File: config.mk
export PLATFORM = sky130hd
export DESIGN_NAME = btn_conditioner
export DESIGN_NICKNAME = d
export VERILOG_FILES = /design/src/rtl/btn_cond_pkg.sv /design/src/rtl/btn_channel.sv /design/src/rtl/btn_conditioner.sv
export SDC_FILE = /design/constraint.sdc
export NUM_CORES = 1
export LEC_CHECK = 0
export ABC_AREA = 1
export CORE_ASPECT_RATIO = 1.5
export CORE_MARGIN = 10
export CORE_UTILIZATION = 61
export CTS_CLUSTER_SIZE = 12
export DETAILED_ROUTE_END_ITERATION = 8
export HOLD_SLACK_MARGIN = 0.12
export PLACE_DENSITY = 0.85
export SLEW_MARGIN = 20
export SYNTH_ARGS = -nofsm -noshare
export SYNTH_HDL_FRONTEND = slang
export SYNTH_SLANG_ARGS = --single-unit
File: constraint.sdc
create_clock -name clk -period 1.5 [get_ports clk]
set_input_delay 0.3 -clock clk [delete_from_list [all_inputs] [get_ports clk]]
set_output_delay 0.3 -clock clk [all_outputs]
set_load 0.005 [all_outputs]
File: src/rtl/btn_cond_pkg.sv
// Shared constants for the push-button conditioner: edge-mode selectors and
// the per-channel auto-repeat state encoding.
package btn_cond_pkg;

  // Edge selection for the combined pulse output
  localparam logic [1:0] EDGE_RISE = 2'd0;
  localparam logic [1:0] EDGE_FALL = 2'd1;
  localparam logic [1:0] EDGE_BOTH = 2'd2;

  // Auto-repeat FSM states
  typedef enum logic [1:0] {
    ST_IDLE   = 2'd0,
    ST_DELAY  = 2'd1,
    ST_REPEAT = 2'd2
  } rep_state_e;

endpackage

File: src/rtl/btn_channel.sv
// One button channel: polarity fix, synchroniser, debounce counter, registered
// edge pulses and optional hold-to-repeat FSM.
module btn_channel
  import btn_cond_pkg::*;
#(
  parameter int unsigned SYNC_STAGES     = 2,
  parameter int unsigned DEBOUNCE_CYCLES = 1000000,
  parameter int unsigned ACTIVE_LOW      = 1,
  parameter logic [1:0]  EDGE_MODE       = EDGE_RISE,
  parameter int unsigned REPEAT_EN       = 0,
  parameter int unsigned REPEAT_DELAY    = 25000000,
  parameter int unsigned REPEAT_PERIOD   = 5000000
) (
  input  logic clk,
  input  logic rst_n,
  input  logic btn_in,
  output logic level,
  output logic rise_pulse,
  output logic fall_pulse,
  output logic pulse
);

  localparam int unsigned CW   = $clog2(DEBOUNCE_CYCLES + 1);
  localparam int unsigned RMAX = (REPEAT_DELAY > REPEAT_PERIOD) ? REPEAT_DELAY : REPEAT_PERIOD;
  localparam int unsigned RW   = $clog2(RMAX + 1);

  localparam logic [CW-1:0] DB_LAST    = CW'(DEBOUNCE_CYCLES - 1);
  localparam logic [RW-1:0] DELAY_LOAD = RW'(REPEAT_DELAY - 1);
  localparam logic [RW-1:0] PER_LOAD   = RW'(REPEAT_PERIOD - 1);

  localparam bit USE_RISE = (EDGE_MODE == EDGE_RISE) || (EDGE_MODE == EDGE_BOTH);
  localparam bit USE_FALL = (EDGE_MODE == EDGE_FALL) || (EDGE_MODE == EDGE_BOTH);

  logic                   in_n;
  logic [SYNC_STAGES-1:0] sync_q;
  logic                   sync;
  logic [CW-1:0]          cnt_q, cnt_d;
  logic                   level_q, level_d;
  logic                   accept;
  logic                   rise_d, fall_d;
  logic                   rise_q, fall_q;
  rep_state_e             state_q, state_d;
  logic [RW-1:0]          rcnt_q, rcnt_d;
  logic                   rep_q, rep_d;

  // Normalise to pressed-high before synchronising
  assign in_n = (ACTIVE_LOW != 0) ? ~btn_in : btn_in;
  assign sync = sync_q[SYNC_STAGES-1];

  // Synchroniser chain; resets to the released value so reset release is edge-free
  always_ff @(posedge clk or negedge rst_n) begin
    if (!rst_n) begin
      sync_q <= '0;
    end else begin
      sync_q <= {sync_q[SYNC_STAGES-2:0], in_n};
    end
  end

  // Debounce: a new level must be seen DEBOUNCE_CYCLES consecutive cycles
  always_comb begin
    cnt_d   = cnt_q;
    level_d = level_q;
    accept  = 1'b0;
    if (sync == level_q) begin
      cnt_d = '0;
    end else if (cnt_q == DB_LAST) begin
      accept  = 1'b1;
      level_d = sync;
      cnt_d   = '0;
    end else begin
      cnt_d = cnt_q + 1'b1;
    end
  end

  assign rise_d = accept & sync;
  assign fall_d = accept & ~sync;

  // Debounced level and edge pulses, updated on the same edge
  always_ff @(posedge clk or negedge rst_n) begin
    if (!rst_n) begin
      cnt_q   <= '0;
      level_q <= 1'b0;
      rise_q  <= 1'b0;
      fall_q  <= 1'b0;
    end else begin
      cnt_q   <= cnt_d;
      level_q <= level_d;
      rise_q  <= rise_d;
      fall_q  <= fall_d;
    end
  end

  // Repeat FSM next state; the load happens on the edge that accepts the press
  always_comb begin
    state_d = state_q;
    rcnt_d  = rcnt_q;
    rep_d   = 1'b0;
    if (REPEAT_EN != 0) begin
      unique case (state_q)
        ST_IDLE: begin
          if (rise_d) begin
            rcnt_d  = DELAY_LOAD;
            state_d = ST_DELAY;
          end
        end
        ST_DELAY, ST_REPEAT: begin
          if (!level_q) begin
            state_d = ST_IDLE;
          end else if (rcnt_q == '0) begin
            rep_d   = 1'b1;
            rcnt_d  = PER_LOAD;
            state_d = ST_REPEAT;
          end else begin
            rcnt_d = rcnt_q - 1'b1;
          end
        end
        default: state_d = ST_IDLE;
      endcase
    end
  end

  // Repeat FSM state, countdown and registered repeat pulse
  always_ff @(posedge clk or negedge rst_n) begin
    if (!rst_n) begin
      state_q <= ST_IDLE;
      rcnt_q  <= '0;
      rep_q   <= 1'b0;
    end else begin
      state_q <= state_d;
      rcnt_q  <= rcnt_d;
      rep_q   <= rep_d;
    end
  end

  assign level      = level_q;
  assign rise_pulse = rise_q;
  assign fall_pulse = fall_q;
  // OR of registered terms: a coincident edge and repeat give a single pulse
  assign pulse      = (USE_RISE & rise_q) | (USE_FALL & fall_q) | rep_q;

endmodule

File: src/rtl/btn_conditioner.sv
// Multi-channel push-button front end: N_CH independent btn_channel instances.
module btn_conditioner
  import btn_cond_pkg::*;
#(
  parameter int unsigned N_CH            = 4,
  parameter int unsigned SYNC_STAGES     = 2,
  parameter int unsigned DEBOUNCE_CYCLES = 1000000,
  parameter int unsigned ACTIVE_LOW      = 1,
  parameter logic [1:0]  EDGE_MODE       = EDGE_RISE,
  parameter int unsigned REPEAT_EN       = 0,
  parameter int unsigned REPEAT_DELAY    = 25000000,
  parameter int unsigned REPEAT_PERIOD   = 5000000
) (
  input  logic            clk,
  input  logic            rst_n,
  input  logic [N_CH-1:0] btn_in,
  output logic [N_CH-1:0] level,
  output logic [N_CH-1:0] rise_pulse,
  output logic [N_CH-1:0] fall_pulse,
  output logic [N_CH-1:0] pulse
);

  // Parameter sanity, caught at elaboration
  if (N_CH < 1 || N_CH > 32) begin : g_chk_nch
    $error("btn_conditioner: N_CH must be in 1..32");
  end
  if (SYNC_STAGES < 2) begin : g_chk_sync
    $error("btn_conditioner: SYNC_STAGES must be >= 2");
  end
  if (DEBOUNCE_CYCLES < 1) begin : g_chk_db
    $error("btn_conditioner: DEBOUNCE_CYCLES must be >= 1");
  end
  if (REPEAT_DELAY < 2) begin : g_chk_rdly
    $error("btn_conditioner: REPEAT_DELAY must be >= 2");
  end
  if (REPEAT_PERIOD < 1) begin : g_chk_rper
    $error("btn_conditioner: REPEAT_PERIOD must be >= 1");
  end

  for (genvar i = 0; i < int'(N_CH); i++) begin : g_ch
    btn_channel #(
      .SYNC_STAGES    (SYNC_STAGES),
      .DEBOUNCE_CYCLES(DEBOUNCE_CYCLES),
      .ACTIVE_LOW     (ACTIVE_LOW),
      .EDGE_MODE      (EDGE_MODE),
      .REPEAT_EN      (REPEAT_EN),
      .REPEAT_DELAY   (REPEAT_DELAY),
      .REPEAT_PERIOD  (REPEAT_PERIOD)
    ) u_ch (
      .clk       (clk),
      .rst_n     (rst_n),
      .btn_in    (btn_in[i]),
      .level     (level[i]),
      .rise_pulse(rise_pulse[i]),
      .fall_pulse(fall_pulse[i]),
      .pulse     (pulse[i])
    );
  end

endmodule
==> qor.log, run 1 <==
qor: critical_path.launching_point_of_the_worst_reg2reg_path g_ch[2].u_ch.cnt_q[8]
qor: power_and_ir_drop.leakage 0.002818 uW
qor: power_and_ir_drop.power_dissipated_by_switching_net_loads 1155 uW
qor: yosys.synth_top_cells_by_area sky130_fd_sc_hd__dfrtp_1, sky130_fd_sc_hd__nor2_1, sky130_fd_sc_hd__nand2_1
qor: clock_tree.insertion_delay 0.35 ns
qor: critical_path.timing.critical_path.from_type flip-flop
qor: floorplan.core_region_area 8828 um^2
qor: global_routing.grt_first_pass_wirelength 20130 um
qor: global_routing.grt_usage 18.02%
qor: global_routing.globalRouteOverflowTotal 0
qor: critical_path.crit_path_end_kind flip-flop
qor: route.drt_first_pass_iters 5
qor: yosys.synth_async_sr_flop_share 100.0%
qor: route.total_length_of_routed_wires 11370 um
qor: critical_path.worst-r2r-setup-slack 0.04 ns
qor: clock_tree.clock_tree.root_cell sky130_fd_sc_hd__clkbuf_16
qor: yosys.synth-seq-cells 100
qor: yosys.ys_seq_area_share 45.51%
qor: layout.sequential_standard_cell_area 2502 um^2
qor: sta.slew_headroom 71.17%
qor: power_and_ir_drop.power_density 891.7 nW/um^2
qor: layout.area_of_the_multi_input_gates 2691 um^2
qor: layout.synthToLayoutAreaGrowth 14.20%
qor: yosys.post_synth_edffs 0
qor: global_routing.grt_pass1_vias 4518
qor: critical_path.worst_ep_required_time 1.73 ns
qor: critical_path.critPathMaxFanout 4
qor: critical_path.timing.critical_path.slowest_cell_delay 0.49 ns
qor: sta.period_minus_slack 1.456 ns
qor: sta.final-setup-viol-count 0
qor: worst_hold_path.worstHoldPathCells 0
qor: yosys.synth_top_cell_by_area sky130_fd_sc_hd__dfrtp_1
qor: sta.post-route-period-util 97.05%
qor: worst_hold_path.timing.hold.worst.class flip-flop to flip-flop
qor: sta.worst-slew-pin-transition 0.4325 ns
qor: global_routing.grt_antenna_before_repair 0
qor: critical_path.register_to_register_path_depth 7
qor: clock_tree.clock_pin_slew_worst_setup_and_hold_paths 0.06 ns
qor: route.route.antenna.remaining_nets 0
qor: yosys.mappedNetlistNets 668
qor: floorplan.number_of_placement_rows 42
qor: layout.n_fill_cell 623
qor: sta.hold_slack 0.3555 ns
qor: yosys.synth_top_area_share 45.51%
qor: layout.nets 703
qor: layout.drive_above_1_share 21.35%
qor: route.post-route-drc-count 0
qor: placed_design.finalWeightedCongestion 0.8970
qor: worst_hold_path.hold_path.startpoint g_ch[3].u_ch.sync_q[0]
qor: power_and_ir_drop.power.share.combinational 4.3%
qor: layout.antenna_cells 0
qor: sta.hold_viol_final 0
qor: run.max_cap_viol_count 0
qor: sta.timing.final.max_slew_violations 0
qor: placed_design.dp_hpwl 7853 um
qor: yosys.synth_warnings 0
qor: floorplan.io_pins 22
qor: yosys.syn-cell-area 5499 um^2
qor: route.iteration_0_drc_count_of_the_detailed_router 247
qor: yosys.post_synth_num_cell_types 30
qor: power_and_ir_drop.vdd_drop_max 0.8286 mV
qor: critical_path.worst_path_most_repeated_cell sky130_fd_sc_hd__nor2_1
qor: route.detail_route.vias_per_cell 5.455
qor: critical_path.cp_num_buf_inv 1
qor: yosys.syn_inst 658
qor: clock_tree.clkSinkCount 100
qor: power_and_ir_drop.post-layout-total-power 5599 uW
qor: yosys.synth_commonest_cells sky130_fd_sc_hd__nor2_1, sky130_fd_sc_hd__dfrtp_1, sky130_fd_sc_hd__nand2_1
qor: clock_tree.clk_path_buf_depth 2
qor: power_and_ir_drop.cellInternalPower 4444 uW
qor: placed_design.port_buffers 21
qor: power_and_ir_drop.clock_power_share 46.4%
qor: critical_path.crit_chain nand2_2 > nor2_1 > nand3_2 > inv_2 > nand2_1 > nor2_1 > nor2_1
qor: yosys.synth_ff_type sky130_fd_sc_hd__dfrtp_1
qor: power_and_ir_drop.power_switching_share 20.63%
qor: route.routedWlPerCell 14.07 um
qor: critical_path.crit_slowest_cell sky130_fd_sc_hd__dfrtp_1
qor: floorplan.design.die.area 13290 um^2
qor: route.vias_post_dr 4408
qor: sta.max_freq 687.0 MHz
qor: run_status.status finished clean
qor: critical_path.timing.critical_path.max_delay_family simple AND/OR/NAND/NOR gates
qor: yosys.synthMostInstantiatedCell sky130_fd_sc_hd__nor2_1
qor: clock_tree.cts-buffers-inserted 9
qor: sta.finClkSkew 0.007230 ns
qor: clock_tree.cts_tree yes
qor: power_and_ir_drop.seq_power_share 49.3%
qor: floorplan.die-width 97.53 um
qor: global_routing.grt_start_max_net_pins 33
qor: floorplan.die_h 136.3 um
qor: critical_path.reg2reg_to g_ch[2].u_ch.cnt_q[14]
qor: critical_path.worstPathArrival 1.69 ns
qor: worst_hold_path.min_to g_ch[3].u_ch.sync_q[1]
qor: yosys.syn_avg_cell_area 8.357 um^2
qor: critical_path.setup.worst_path.class flip-flop to flip-flop
qor: floorplan.initial_utilization 62.29%
qor: clock_tree.cts.htree.levels 3
==> power groups by stage <==
stage                     logic [uW]  registers, uW  clock network (uW)
after floorplan                  105           2810                   0
after global placement           215           2810                   0
after detailed placement         222           2810                   0
after CTS                        229           2760                2650
after global routing             274           2760                2770
final                            239           2760                2600
==> per-stage QoR <==
| step | instances | area, um^2 | util (%) | setup TNS, ns | setup slack (ns) |
|---|---|---|---|---|---|
| 3_3_place_gp | 782 | 5817 | 65.89 | 0 | 0.09612 |
| 6_report | 808 | 6280 | 71.13 | 0 | 0.04430 |
| 5_1_grt | 808 | 6280 | 71.13 | -0.2702 | -0.05507 |
| 2_1_floorplan | 658 | 5499 | - | 0 | 0.1768 |
| 4_1_cts | 802 | 6166 | 69.84 | 0 | 0.001359 |
| 3_5_place_dp | 782 | 5817 | 65.89 | 0 | 0.02952 |
==> how the worst max path moves through the flow <==
stage | startpoint | end | slack [ns] | cells after the start
after floorplan | g_ch[1].u_ch.cnt_q[0] | g_ch[1].u_ch.cnt_q[6] | 0.18 | 8
after global placement | g_ch[1].u_ch.cnt_q[0] | g_ch[1].u_ch.cnt_q[0] | 0.1 | 8
after detailed placement | g_ch[1].u_ch.cnt_q[0] | g_ch[1].u_ch.cnt_q[1] | 0.03 | 8
after CTS | g_ch[1].u_ch.cnt_q[0] | g_ch[1].u_ch.cnt_q[16] | 0.001 | 8
after global routing | g_ch[1].u_ch.cnt_q[0] | g_ch[1].u_ch.cnt_q[16] | -0.06 | 8
final | g_ch[2].u_ch.cnt_q[8] | g_ch[2].u_ch.cnt_q[14] | 0.04 | 7
==> metal layers <==
| layer | track usage [%] | part of all wire (%) | up-vias |
|---|---|---|---|
| li1 | - | - | 2124 |
| met1 | 18.94 | 38 | 2091 |
| met2 | 32.24 | 53 | 147 |
| met3 | 3.963 | 5.1 | 46 |
| met4 | 10.70 | 4.1 | 0 |
| met5 | 0 | 0 | - |
==> cell families (layout without fill, tap and decap cells) <==
| group | count (synthesis) | in the layout | synth area share, % |
|---|---|---|---|
| AOI/OAI and AO/OA | 28 | 28 | 2.844 |
| xor gates and xnor gates | 39 | 39 | 6.212 |
| and+or+nand+nor | 404 | 405 | 37.72 |
| buffers and inverters | 83 | 122 | 6.803 |
| DFF | 100 | 100 | 45.51 |
| adders and majority gates | 4 | 4 | 0.9102 |
==> flip-flops by register name, summed over array words and instances (netlist names) <==
register,flops
g_ch.u_ch.sync_q,8
g_ch.u_ch.fall_pulse,4
g_ch.u_ch.rise_pulse,4
g_ch.u_ch.level,4
g_ch.u_ch.cnt_q,80
==> placed cells by master (no fill, tap or decap), types with 9 or more instances in the layout <==
cell,instances
sky130_fd_sc_hd__nor2_1,143
sky130_fd_sc_hd__dfrtp_1,100
sky130_fd_sc_hd__nand2_1,88
sky130_fd_sc_hd__inv_1,52
sky130_fd_sc_hd__nand3_1,46
sky130_fd_sc_hd__nor2_2,33
sky130_fd_sc_hd__xor2_1,25
sky130_fd_sc_hd__nand2_2,22
sky130_fd_sc_hd__nor2_4,20
sky130_fd_sc_hd__buf_4,16
sky130_fd_sc_hd__a21oi_1,15
sky130_fd_sc_hd__inv_2,14
sky130_fd_sc_hd__nor3_1,14
sky130_fd_sc_hd__xnor2_1,14
sky130_fd_sc_hd__dlygate4sd2_1,13
sky130_fd_sc_hd__nand4_1,9
sky130_fd_sc_hd__clkbuf_16,9
==> layout make-up <==
class	count	share of cell area [%]
Inverter	67	4.045
Multi-Input combinational cell	476	42.86
Timing Repair Buffer	39	5.758
Clock inverter	5	1.594
Clock buffer	11	3.706
Sequential cell	100	39.85
Tap cell	110	2.192
==> repair_timing <==
item,CTS,global route
buffers inserted,3,5
pin swaps,0,6
endpoints found under the setup margin,13,51
gates cloned,0,1
gates resized for setup,13,20
endpoints found under the hold margin,28,0
hold buffers,1,0
==> worst reg2reg max path: stages (launching register included) <==
cell and delay (ns):
sky130_fd_sc_hd__dfrtp_1 0.49, sky130_fd_sc_hd__nand2_2 0.14, sky130_fd_sc_hd__nor2_1 0.20, sky130_fd_sc_hd__nand3_2 0.16, sky130_fd_sc_hd__inv_2 0.10, sky130_fd_sc_hd__nand2_1 0.06, sky130_fd_sc_hd__nor2_1 0.14, sky130_fd_sc_hd__nor2_1 0.06
Power figures use the tool's default switching activity.
==> inputs of run 2 (changes only) <==
Settings changed: CTS_CLUSTER_DIAMETER set to 150.
==> results of run 2 <==
The final DEF is identical to that of run 1; final timing and power are the same.
==> inputs of run 3 (changes only) <==
Settings changed: SLEW_MARGIN 20 to 30.
==> results of run 3 <==
The final DEF is identical to that of run 1; final timing and power are the same.
